## src/rtl/tile_palette_mux.sv

```systemverilog
// tile_palette_mux: two-stage pipelined tile-index to colour selector with a
// run-time writable palette, fixed background for index 0, and a frame-paced
// blink that inverts one highlighted tile on alternate blink periods.
module tile_palette_mux #(
  parameter int                 DATA_W       = 12,
  parameter int                 N_CH         = 15,
  parameter int                 SEL_W        = 5,
  parameter logic [DATA_W-1:0]  BG_COLOR     = 12'hFFF,
  parameter int                 BLINK_FRAMES = 16
) (
  input  logic              clk,
  input  logic              rst_n,
  input  logic              in_valid,
  input  logic [SEL_W-1:0]  sel,
  input  logic              wr_en,
  input  logic [SEL_W-1:0]  wr_addr,
  input  logic [DATA_W-1:0] wr_data,
  input  logic              hl_en,
  input  logic [SEL_W-1:0]  hl_idx,
  input  logic              frame_tick,
  output logic [DATA_W-1:0] dout,
  output logic              out_valid,
  output logic              blink_phase
);

  localparam int CNT_W = (BLINK_FRAMES > 1) ? $clog2(BLINK_FRAMES) : 1;
  localparam logic [CNT_W-1:0] CNT_LAST = CNT_W'(BLINK_FRAMES - 1);

  logic [DATA_W-1:0] pal [1:N_CH];
  logic [DATA_W-1:0] lookup_color;
  logic              s1_valid;
  logic [SEL_W-1:0]  s1_sel;
  logic [DATA_W-1:0] s1_color;
  logic              hl_hit;
  logic [CNT_W-1:0]  frame_cnt;

  // Palette registers; addresses 0 and above N_CH match no entry and are dropped.
  always_ff @(posedge clk or negedge rst_n) begin
    if (!rst_n) begin
      for (int unsigned i = 1; i <= N_CH; i++) pal[i] <= '0;
    end else if (wr_en) begin
      for (int unsigned i = 1; i <= N_CH; i++)
        if (wr_addr == SEL_W'(i)) pal[i] <= wr_data;
    end
  end

  // Colour lookup: background for 0, palette entry otherwise, clamp past N_CH.
  always_comb begin
    lookup_color = pal[N_CH];
    if (sel == '0) begin
      lookup_color = BG_COLOR;
    end else begin
      for (int unsigned i = 1; i <= N_CH; i++)
        if (sel == SEL_W'(i)) lookup_color = pal[i];
    end
  end

  // Stage 1: capture pixel slot and looked-up colour (pre-write palette value).
  always_ff @(posedge clk or negedge rst_n) begin
    if (!rst_n) begin
      s1_valid <= 1'b0;
      s1_sel   <= '0;
      s1_color <= '0;
    end else begin
      s1_valid <= in_valid;
      s1_sel   <= sel;
      s1_color <= lookup_color;
    end
  end

  // Highlight match uses live hl_en/hl_idx; index 0 (background) never blinks.
  always_comb begin
    hl_hit = s1_valid && hl_en && blink_phase &&
             (s1_sel == hl_idx) && (hl_idx != '0);
  end

  // Stage 2: blank inactive slots, invert the highlighted tile when in phase.
  always_ff @(posedge clk or negedge rst_n) begin
    if (!rst_n) begin
      out_valid <= 1'b0;
      dout      <= '0;
    end else begin
      out_valid <= s1_valid;
      if (!s1_valid)   dout <= '0;
      else if (hl_hit) dout <= ~s1_color;
      else             dout <= s1_color;
    end
  end

  // Blink pacing: count frame ticks while highlighting, toggle phase on wrap.
  always_ff @(posedge clk or negedge rst_n) begin
    if (!rst_n) begin
      frame_cnt   <= '0;
      blink_phase <= 1'b0;
    end else if (!hl_en) begin
      frame_cnt   <= '0;
      blink_phase <= 1'b0;
    end else if (frame_tick) begin
      if (frame_cnt == CNT_LAST) begin
        frame_cnt   <= '0;
        blink_phase <= ~blink_phase;
      end else begin
        frame_cnt <= frame_cnt + 1'b1;
      end
    end
  end

endmodule

```

## config.mk

```make
export PLATFORM = sky130hd
export DESIGN_NAME = tile_palette_mux
export DESIGN_NICKNAME = d
export VERILOG_FILES = /design/src/rtl/tile_palette_mux.sv
export SDC_FILE = /design/constraint.sdc
export NUM_CORES = 1
export LEC_CHECK = 0
export ABC_AREA = 1
export BUFFER_PORTS_ARGS = -buffer_cell sky130_fd_sc_hd__buf_2
export CORE_ASPECT_RATIO = 1.25
export CORE_MARGIN = 2
export CORE_UTILIZATION = 43
export CTS_CLUSTER_SIZE = 8
export DETAILED_ROUTE_END_ITERATION = 8
export RECOVER_POWER = 100
export SLEW_MARGIN = 20
export SYNTH_ARGS = -nofsm -noshare
export SYNTH_HDL_FRONTEND = slang
export SYNTH_SLANG_ARGS = --single-unit
export TNS_END_PERCENT = 100
```

## constraint.sdc

```tcl
create_clock -name clk -period 2.35 [get_ports clk]
set_clock_uncertainty 0.2 [all_clocks]
set_input_delay 0.3525 -clock clk [delete_from_list [all_inputs] [get_ports clk]]
set_output_delay 0.3525 -clock clk [all_outputs]
set_load 0.01 [all_outputs]
```

==> results of run 1 <==
## layer usage
| layer | track usage | wire [µm] |
|---|---|---|
| met4 | 0.0896 | 1030 |
| met3 | 0.0409 | 1720 |
| met1 | 0.325 | 12900 |
| met5 | 0 | 0 |
| met2 | 0.413 | 14200 |
## final cells by class
type | count | area [µm²] | area share
clock buffers | 30 | 751 | 0.0615
clock inverters | 1 | 16.3 | 0.00133
inverters | 123 | 462 | 0.0378
multi-input cells | 900 | 4070 | 0.333
flip-flops and latches | 216 | 5410 | 0.442
well taps | 288 | 360 | 0.0295
repair buffers | 154 | 1150 | 0.0944
## Yosys cell counts, drive strengths merged
master and n:
a21oi 23, and3 1, buf 7, clkbuf 59, dfrtp 216, ha 1
inv 123, nand2 443, nand3 67, nand4 5, nor2 80, nor3 4
nor4 1, o2111ai 2, o211ai 8, o21a 1, o21ai 225, or2 32
or4 1, xnor2 1, xor2 5
## worst register-to-register path: cells and delay by family, from the launching register on
| family | cells | cell delay (ns) |
|---|---|---|
| simple gates | 15 | 1.27 |
| compound gates | 1 | 0.27 |
| flops | 1 | 0.39 |
## flip-flops by register name, summed over array words and instances, names as in the netlist
| name | cells |
|---|---|
| s1_valid | 1 |
| s1_color | 12 |
| s1_sel | 5 |
| blink_phase | 1 |
| dout | 12 |
| out_valid | 1 |
| frame_cnt | 4 |
| pal | 180 |
## what timing repair did
item,4_1_cts,5_1_grt
gates resized for setup,0,17
buffers inserted,0,3
hold buffers,11,0
hold endpoints to repair,75,0
setup endpoints to repair,0,5
## worst max-delay path by stage
| stage | from | endpoint | slack, ns |
|---|---|---|---|
| 6_report | pal[170] | s1_color[2] | 0.12 |
| 5_1_grt | pal[2] | s1_color[2] | -0.02 |
| 4_1_cts | sel[1] | s1_color[11] | 0.06 |
| 3_5_place_dp | sel[1] | s1_color[11] | -0.52 |
| 3_3_place_gp | sel[1] | s1_color[9] | -0.50 |
| 2_1_floorplan | sel[2] | s1_color[7] | 0.22 |
## power by group through the flow
| stage | logic, mW | registers (mW) | clock network, mW |
|---|---|---|---|
| floorplan | 0.859 | 4.68 | 0 |
| global placement | 1.35 | 4.79 | 0 |
| detailed placement | 1.39 | 4.79 | 0 |
| finish | 1.41 | 4.76 | 3.75 |
| CTS | 1.41 | 4.75 | 3.81 |
| global route | 1.65 | 4.83 | 3.95 |
## per-stage QoR
step / worst slack, ns / total power, mW / cells
final: 0.117 / 9.92 / 1712
after detailed placement: -0.522 / 6.19 / 1667
after floorplan: 0.218 / 5.54 / 1305
after CTS: 0.0564 / 9.97 / 1709
after global routing: -0.0195 / 10.4 / 1712
after global placement: -0.496 / 6.15 / 1667
## cell families after synthesis
kind of cell / count (synthesis) / synth area share
simple gates: 634 / 0.259
compound gates: 259 / 0.131
buf+inv: 189 / 0.0716
fa+ha+maj: 1 / 0.00123
flops: 216 / 0.532
xor+xnor: 6 / 0.00518
## cells in the final DEF, fill, tap and decap left out, types with 2 or more instances in the layout
cell,synthesis,final
nand4_1,5,5
nand3_4,0,2
dlygate4sd3_1,0,11
xor2_1,5,5
nor2_2,2,3
buf_12,0,5
o21ai_1,1,3
inv_2,3,3
dfrtp_1,216,216
buf_2,5,43
buf_6,1,3
o21ai_0,224,222
or2_2,25,25
inv_1,120,120
buf_4,1,90
a21oi_1,23,23
nand2_2,1,3
or2_0,6,6
nand3_1,65,60
o2111ai_1,2,2
nor2_4,5,5
clkbuf_16,0,30
nor2_1,73,72
o211ai_1,7,7
nand3_2,2,5
nor3_1,4,4
nand2_1,442,440
==> summary.md, run 1 <==
| Metric | Value |
|---|---|
| Final Cycle Share | 0.950 |
| FF-to-FF Start | pal[170] |
| Die area | 24,900 µm² |
| WHS | 0.0357 ns |
| Hold EP | pal[90] |
| Logic pwr share | 0.142 |
| Mapped Nets | 1,339 |
| Post-DP HPWL | 20,100 µm |
| Antenna diodes | 0 |
| Root buffer cell | clkbuf_16 |
| H-tree levels | 1 |
| Worst-margin pin slew | 0.703 ns |
| P_leak | 6.23 nW |
| Peak Freq | 0.448 GHz |
| Drt pass-1 iters | 5 |
| Unique masters post-synth | 32 |
| Number of global-route vias before repair | 8,615 |
| Clock sink count | 216 |
| Slew Viols, Final | 0 |
| Fin nets | 1,459 |
| Worst hold stages | 4 |
| Setup-failing EPs final | 0 |
| Post-layout util | 0.528 |
| Final hold violation count | 0 |
| Fin crit period | 2.23 ns |
| WL per Instance | 17.4 µm |
| Kind of critical path | flop to flop |
| Power density over cell area | 812 nW/µm² |
| Clk Latency, worst-skew pair | 0.56 ns |
| Worst Setup Start Kind | flop |
| Gpl congestion | 0.878 |
| Top Family by Delay on Critical Path | simple AND/OR/NAND/NOR gates |
| Post-synthesis sequential area ratio | 0.532 |
| Worst path depth | 16 |
| Area fraction of the dominant cell type after synthesis | 0.532 |
| CP arrival | 2.47 ns |
| Cell breakdown of the critical path | o211ai_1, nand3_1, nand3_1, nand2_1, nand2_1, nand2_1, nand3_1, nand2_1, nand2_1, nand3_1, nand2_1, nand2_1, nand2_1, nand2_1, nand2_1, nand2_1 |
| Final TNS setup | 0 ns |
| Worst-path clk slew | 0.05 ns |
| Max Root-Sink Buffers | 3 |
| Layout area overhead | 20.3% |
| Hold Crit Start | wr_addr[0] |
| Worst VDD drop | 0.564 mV |
| Residual DRC count | 0 |
| Avg Inst Size Synth | 7.78 µm² |
| Max_cap viols | 0 |
| Post-route ant nets | 0 |
| R2R Setup Slk | 0.12 ns |
| Int Pwr | 7.14 mW |
| Yosys warns | 0 |
| Starting density of the core | 0.439 |
| Vias per cell | 5.12 |
| Post-DP Area | 11,300 µm² |
| Power share of the sequential group | 0.480 |
| Worst path bufs/invs | 0 |
| Gr usage total | 0.247 |
| Slowest Stage Delay on Critical Path | 0.39 ns |
| Slew Limit Headroom | 0.531 |
| Sw Share | 0.281 |
| Grt ovf | 0 |
| Cell mode on critical path | nand2_1 |
| Largest net degree at the start of global routing | 72 |
| Total core area | 23,100 µm² |
| Clock Power Share | 0.378 |
| NetSw | 2.79 mW |
| Cell Area, Synth | 10,200 µm² |
| Port Buf Inserts | 46 |
| Max stage delay cell, worst path | dfrtp_1 |
| Status | complete, no violations |
| R2R depth | 16 |
| Synth area leaders | dfrtp_1, nand2_1, o21ai_0 |
| Yosys reg bits | 216 |
| Leading area contributor after synthesis | dfrtp_1 |
| Via Count | 8,757 |
| Die width | 141 µm |
| Fill cells | 2,243 |
| Initial antenna violation count | 1 |
| First-pass GRT wire length | 47,500 µm |
| Crit. End Element | flop |
| Drt initial violations | 668 |
| Share of cells above drive strength 1 | 0.154 |
| I/O pin count | 47 |
| TritonCTS clock tree | built |
| Capturing point of the worst reg2reg path | s1_color[2] |
| CTS Buf Count | 30 |
| Post-Synthesis Cells | 1,305 |
| Routed wire length | 29,900 µm |
| Final non-filler cell area | 12,200 µm² |
| Die Height | 176 µm |
| Worst Hold Class | input pin to flop |
| Worst-path fanout max | 2 |
| Worst EP required | 2.59 ns |
| Num rows | 62 |
(Power assumes the default switching activity.)
==> run 2, diff against run 1 <==
--- a/config.mk
+++ b/config.mk
@@ -9,10 +9,10 @@
 export BUFFER_PORTS_ARGS = -buffer_cell sky130_fd_sc_hd__buf_2
 export CORE_ASPECT_RATIO = 1.25
 export CORE_MARGIN = 2
-export CORE_UTILIZATION = 43
+export CORE_UTILIZATION = 45
 export CTS_CLUSTER_SIZE = 8
 export DETAILED_ROUTE_END_ITERATION = 8
-export RECOVER_POWER = 100
+export RECOVER_POWER = 50
 export SLEW_MARGIN = 20
 export SYNTH_ARGS = -nofsm -noshare
 export SYNTH_HDL_FRONTEND = slang
==> constraint.sdc (replaced) <==
create_clock -name clk -period 2.3 [get_ports clk]
set_clock_uncertainty 0.2 [all_clocks]
set_input_delay 0.345 -clock clk [delete_from_list [all_inputs] [get_ports clk]]
set_output_delay 0.345 -clock clk [all_outputs]
set_load 0.01 [all_outputs]
==> summary.md, run 2 (synthesis gave the netlist of run 1 again) <==
| Metric | Value |
|---|---|
| Capture point of the worst path | s1_color[9] |
| Worst path depth | 17 |
| Largest net degree at the start of global routing | 53 |
| R2R Setup Slk | 0.09 ns |
| Number of global-route vias before repair | 8,296 |
| CTS Buf Count | 30 |
| Die Height | 172 µm |
| Post-route ant nets | 0 |
| Commonest non-fill, non-tap cell in the layout | nand2_1 |
| Vias per cell | 5.10 |
| Capturing point of the worst reg2reg path | s1_color[9] |
| Gr usage total | 0.237 |
| Max stage delay cell, worst path | dfrtp_1 |
| R2R depth | 17 |
| Critical Path Start | pal[165] |
| Cell breakdown of the critical path | or2_2, nand3_2, nand2_1, nand2_2, nand2_1, nand2_2, nand2_1, nand3_2, nand3_1, nand3_1, nand2_1, nand2_1, nand3_1, nand2_2, nand2_1, nand2_1, nand2_1 |
| Fin crit period | 2.21 ns |
| Worst VDD drop | 0.602 mV |
| Via Count | 8,693 |
| Worst Setup Start Kind | flop |
| Most frequent cells in the layout | nand2_1, o21ai_0, dfrtp_1, inv_1, buf_4 |
| WL per Instance | 16.3 µm |
| Root buffer cell | clkbuf_16 |
| Num rows | 61 |
| Kind of critical path | flop to flop |
| Drt initial violations | 630 |
| Max Root-Sink Buffers | 3 |
| Residual DRC count | 0 |
| Biggest regs | pal: 180 flops, dout: 12 flops, s1_color: 12 flops |
| FF-to-FF Start | pal[165] |
| Slowest Stage Delay on Critical Path | 0.37 ns |
| Slew Viols, Final | 0 |
| Setup-failing EPs final | 0 |
| P_leak | 6.21 nW |
| Worst EP required | 2.52 ns |
| CP arrival | 2.43 ns |
| Post-DP HPWL | 18,900 µm |
| Post-DP Area | 11,200 µm² |
| Worst-path fanout max | 2 |
| Max_cap viols | 0 |
| Post-layout util | 0.550 |
| Share of cells above drive strength 1 | 0.163 |
| Routed wire length | 27,800 µm |
| Power density over cell area | 826 nW/µm² |
| Max reg flops | 180 |
| Final non-filler cell area | 12,200 µm² |
| Largest reg by FF count | pal |
| Final Cycle Share | 0.961 |
| H-tree levels | 1 |
| RSZ-0062 raised after global routing | yes |
| Worst-margin pin slew | 1.35 ns |
| Top Family by Delay on Critical Path | simple AND/OR/NAND/NOR gates |
| Antenna diodes | 0 |
| I/O pin count | 47 |
| Clock sink count | 216 |
| Starting density of the core | 0.457 |
| Initial antenna violation count | 0 |
| Die width | 138 µm |
| Fin nets | 1,456 |
| First-pass GRT wire length | 44,600 µm |
| Status | complete, no violations |
| Final hold violation count | 0 |
| Worst path bufs/invs | 0 |
| TritonCTS clock tree | built |
| Grt ovf | 0 |
| Cell mode on critical path | nand2_1 |
| Worst-path clk slew | 0.05 ns |
| Clk Latency, worst-skew pair | 0.53 ns |
| Worst Hold Class | input pin to flop |
| Crit. End Element | flop |
| Gpl congestion | 0.825 |
| Port Buf Inserts | 46 |
| Die area | 23,800 µm² |
| Total core area | 22,200 µm² |
| Peak Freq | 0.452 GHz |
| Drt pass-1 iters | 5 |
| Layout area overhead | 20.3% |
| Slew Limit Headroom | 0.101 |
run 2: cell count changes in the layout (fill, tap and decap cells not counted), sizes merged:
| cell | change |
|---|---|
| inv | -2 |
| dlygate4sd3 | -1 |
| clkinvlp | +2 |
| clkbuf | +7 |
| clkinv | -1 |
| buf | -8 |
run 2: metal layers:
layer,part of all wire,vias to the layer above,GRT usage
met5,0,-,0
met4,0.034,0,0.0905
met3,0.042,53,0.0266
met2,0.49,205,0.411
met1,0.44,4090,0.309
li1,-,4345,-
run 2: final cells by class:
| type | instances | area [µm²] |
|---|---|---|
| multi-input combinational | 900 | 4110 |
| inverter | 123 | 469 |
| sequential | 216 | 5410 |
| clock buffer | 31 | 776 |
| timing repair buffer | 151 | 1100 |
| tap | 283 | 354 |
| fill | 2114 | 9990 |
run 2: power by group:
part	internal (mW)	switching, mW	total, mW
Clock	2.32	1.49	3.82
Sequential	4.47	0.353	4.82
Combinational	0.552	0.897	1.45
Total	7.35	2.74	10.1
run 2: worst min path at each step:
stage | start | to | slack [ns] | depth (start not counted)
2_1_floorplan | rst_n | blink_phase | -0.15 | 0
3_3_place_gp | rst_n | frame_cnt[0] | 0.1 | 1
3_5_place_dp | rst_n | frame_cnt[0] | 0.1 | 1
4_1_cts | wr_data[0] | pal[108] | 0.12 | 4
5_1_grt | wr_data[1] | pal[109] | 0.14 | 4
6_report | wr_data[0] | pal[108] | 0.13 | 4
run 2: timing repair:
action                                  in CTS  in global routing
hold endpoints to repair                   225                  0
hold buffers                                11                  0
pin swaps                                    1                  7
resized for setup                            3                 27
setup buffers                                0                 10
endpoints found under the setup margin       2                  7
run 2: stage by stage:
step	hold WS, ns	setup WS [ns]	setup TNS [ns]	total power [mW]	std cells
2_1_floorplan	-0.151	0.176	0	5.66	1305
5_1_grt	0.143	-0.0156	-0.0177	10.6	1704
6_report	0.132	0.0888	0	10.1	1704
4_1_cts	0.117	0.00739	0	10.2	1695
3_3_place_gp	0.0956	-0.495	-4.39	6.25	1653
3_5_place_dp	0.0960	-0.477	-4.27	6.29	1653
run 2: worst register-to-register path, stage by stage, from the launching register on:
cell	delay (ns)
dfrtp_1	0.37
or2_2	0.30
nand3_2	0.09
nand2_1	0.06
nand2_2	0.07
nand2_1	0.07
nand2_2	0.08
nand2_1	0.08
nand3_2	0.07
nand3_1	0.08
nand3_1	0.09
nand2_1	0.05
nand2_1	0.07
nand3_1	0.08
nand2_2	0.11
nand2_1	0.06
nand2_1	0.08
nand2_1	0.05
==> run 3, diff against run 2 <==
--- a/config.mk
+++ b/config.mk
@@ -5,15 +5,14 @@
 export SDC_FILE = /design/constraint.sdc
 export NUM_CORES = 1
 export LEC_CHECK = 0
-export ABC_AREA = 1
 export BUFFER_PORTS_ARGS = -buffer_cell sky130_fd_sc_hd__buf_2
+export CAP_MARGIN = 20
 export CORE_ASPECT_RATIO = 1.25
 export CORE_MARGIN = 2
 export CORE_UTILIZATION = 45
 export CTS_CLUSTER_SIZE = 8
 export DETAILED_ROUTE_END_ITERATION = 8
 export RECOVER_POWER = 50
-export SLEW_MARGIN = 20
 export SYNTH_ARGS = -nofsm -noshare
 export SYNTH_HDL_FRONTEND = slang
 export SYNTH_SLANG_ARGS = --single-unit
==> summary.md, run 3 <==
| Metric | Value |
|---|---|
| Max stage delay cell, worst path | clkbuf_1 |
| Worst-margin pin slew | 0.984 ns |
| Yosys reg bits | 216 |
| WHS | 0.0290 ns |
| Crit. End Element | flop |
| Post-DP HPWL | 23,800 µm |
| Avg Inst Size Synth | 11.5 µm² |
| Unique masters post-synth | 81 |
| Worst path bufs/invs | 4 |
| Layout area overhead | 18.8% |
| Final TNS setup | 0 ns |
| Max_cap viols | 0 |
| Mapped Nets | 977 |
| Largest net degree at the start of global routing | 85 |
| Gr usage total | 0.267 |
| Max Root-Sink Buffers | 3 |
| CTS Buf Count | 30 |
| Post-Synthesis Cells | 943 |
| Max reg flops | 180 |
| P_leak | 5.74 nW |
| Yosys warns | 0 |
| Drt pass-1 iters | 6 |
| Most frequent cells in the layout | dfrtp_1, mux2_2, buf_4, buf_2, nand2_1 |
| Num rows | 63 |
| Setup-failing EPs final | 0 |
| RSZ-0062 raised after global routing | no |
| Worst VDD drop | 0.459 mV |
| Number of global-route vias before repair | 8,354 |
| Post-synth top cells | dfrtp_1, mux2_2, nand2_1, nor3_1, a21oi_1 |
| Post-layout util | 0.544 |
| Post-DP Area | 12,100 µm² |
| Die Height | 178 µm |
| H-tree levels | 1 |
| Asr flop ratio synth | 1.00 |
| Clk Latency, worst-skew pair | 0.54 ns |
| WL per Instance | 24.0 µm |
| Slowest Stage Delay on Critical Path | 0.39 ns |
| CP arrival | 2.35 ns |
| First-pass GRT wire length | 50,900 µm |
| Cell breakdown of the critical path | clkbuf_1, buf_4, nor3b_1, buf_4, and3_1, a221o_1, a211oi_1, buf_4, o21ai_1 |
| Die area | 25,400 µm² |
| Status | complete, no violations |
| Cell mode on critical path | buf_4 |
| Starting density of the core | 0.458 |
| Largest reg by FF count | pal |
| Via Count | 8,311 |
| Resized cells post-CTS | 0 |
| Fin nets | 1,097 |
| Commonest non-fill, non-tap cell in the layout | dfrtp_1 |
| Worst-path clk slew | 0.05 ns |
| Slew Limit Headroom | 0.344 |
| TritonCTS clock tree | built |
| Final Cycle Share | 0.927 |
| Root buffer cell | clkbuf_16 |
| Cell Area, Synth | 10,900 µm² |
| Final hold violation count | 0 |
| Die width | 143 µm |
| Layout Cells excl Fill | 1,388 |
| Total core area | 23,700 µm² |
| Grt ovf | 0 |
| Drt initial violations | 880 |
| Worst-path fanout max | 10 |
| Kind of critical path | input pin to flop |
| Placed insts | 1,347 |
| Worst Setup Start Kind | input pin |
| Residual DRC count | 0 |
| Post-synth EDFFs | 0 |
| Worst EP required | 2.52 ns |
| Clock sink count | 216 |
| Post-synthesis sequential area ratio | 0.498 |
| R2R Setup Slk | 0.35 ns |
| Power density over cell area | 806 nW/µm² |
| Leading area contributor after synthesis | dfrtp_1 |
| Biggest regs | pal: 180 flops, dout: 12 flops, s1_color: 12 flops |
| Synth area leaders | dfrtp_1, mux2_2, nor3_1 |
| Post-route ant nets | 0 |
| Initial antenna violation count | 1 |
| Fin crit period | 2.13 ns |
| Most frequent cell after synthesis | dfrtp_1 |
| Vias per cell | 5.99 |
| Area fraction of the dominant cell type after synthesis | 0.498 |
| Final non-filler cell area | 12,900 µm² |
| Primary flip-flop cell chosen by synthesis mapping | dfrtp_1 |
| Share of cells above drive strength 1 | 0.363 |
| Gpl congestion | 0.982 |
| Worst Hold Class | input pin to flop |
| Port Buf Inserts | 46 |
| Top Family by Delay on Critical Path | buffers and inverters |
| I/O pin count | 47 |
| Routed wire length | 33,400 µm |
| Peak Freq | 0.469 GHz |
| Slew Viols, Final | 0 |
-- run 3: changes by cell type after synthesis, moves of 39 or more --
cell,previous run,this run
clkbuf_1,59,20
mux2_2,0,178
nand3_1,65,25
o21ai_0,224,35
nor2_1,73,32
nand2_1,442,41
inv_1,120,10
-- run 3: routing by layer --
metal | vias up | global-route usage | wire length [µm] | part of all wire
met4 | 0 | 0.0998 | 1290 | 0.039
met5 | - | 0 | 0 | 0
li1 | 3713 | - | - | -
met1 | 4174 | 0.356 | 13900 | 0.42
met3 | 76 | 0.0289 | 2100 | 0.063
met2 | 348 | 0.449 | 16100 | 0.48
-- run 3: worst reg2reg max path: cells and delay by family, from the launching register on --
family | cells | cell delay, ns
and+or+nand+nor | 1 | 0.08
DFF | 1 | 0.39
AOI/OAI and AO/OA | 3 | 1.12
-- run 3: kinds of logic after synthesis --
group	count (synthesis)	share of synthesized area
buffers and inverters	88	0.0441
AO/OA/AOI/OAI	191	0.122
multiplexers	183	0.189
flip-flops	216	0.498
adder cells (fa/ha/maj)	1	0.00115
XOR/XNOR	16	0.0129
AND/OR/NAND/NOR	248	0.133
-- run 3: power breakdown --
group / total (mW) / leakage (nW) / internal, mW / switching, mW
Clock: 3.82 / 0.382 / 2.32 / 1.50
Sequential: 4.94 / 2.76 / 4.50 / 0.439
Combinational: 1.64 / 2.60 / 0.861 / 0.784
Total: 10.4 / 5.74 / 7.68 / 2.72
-- run 3: per-stage QoR --
step                total power, mW  setup WS [ns]
floorplan                      5.91          0.398
global placement               6.56         -0.142
detailed placement             6.61         -0.127
CTS                            10.5          0.401
global route                   10.9          0.170
finish                         10.4          0.167
-- run 3: timing repair --
| item | CTS | global route |
|---|---|---|
| hold buffers | 9 | 0 |
| endpoints found under the hold margin | 227 | 0 |
| setup buffers | 0 | 0 |
-- run 3: layout make-up --
type | instances | area, µm²
fillers | 2041 | 10800
flip-flops and latches | 216 | 5410
multi-input cells | 639 | 4980
repair buffers | 165 | 1290
clock buffers | 31 | 776
well taps | 325 | 407
inverters | 11 | 41.3
diodes | 1 | 2.50
-- run 3: worst paths after layout --
path,cells after the start,to,from
setup / recovery,9,s1_color[7],sel[4]
hold / removal,2,s1_sel[1],sel[1]
setup reg to reg,4,s1_color[10],pal[142]
hold reg to reg,1,pal[148],pal[148]
max in group asynchronous,3,pal[134],rst_n
min in group asynchronous,2,pal[77],rst_n
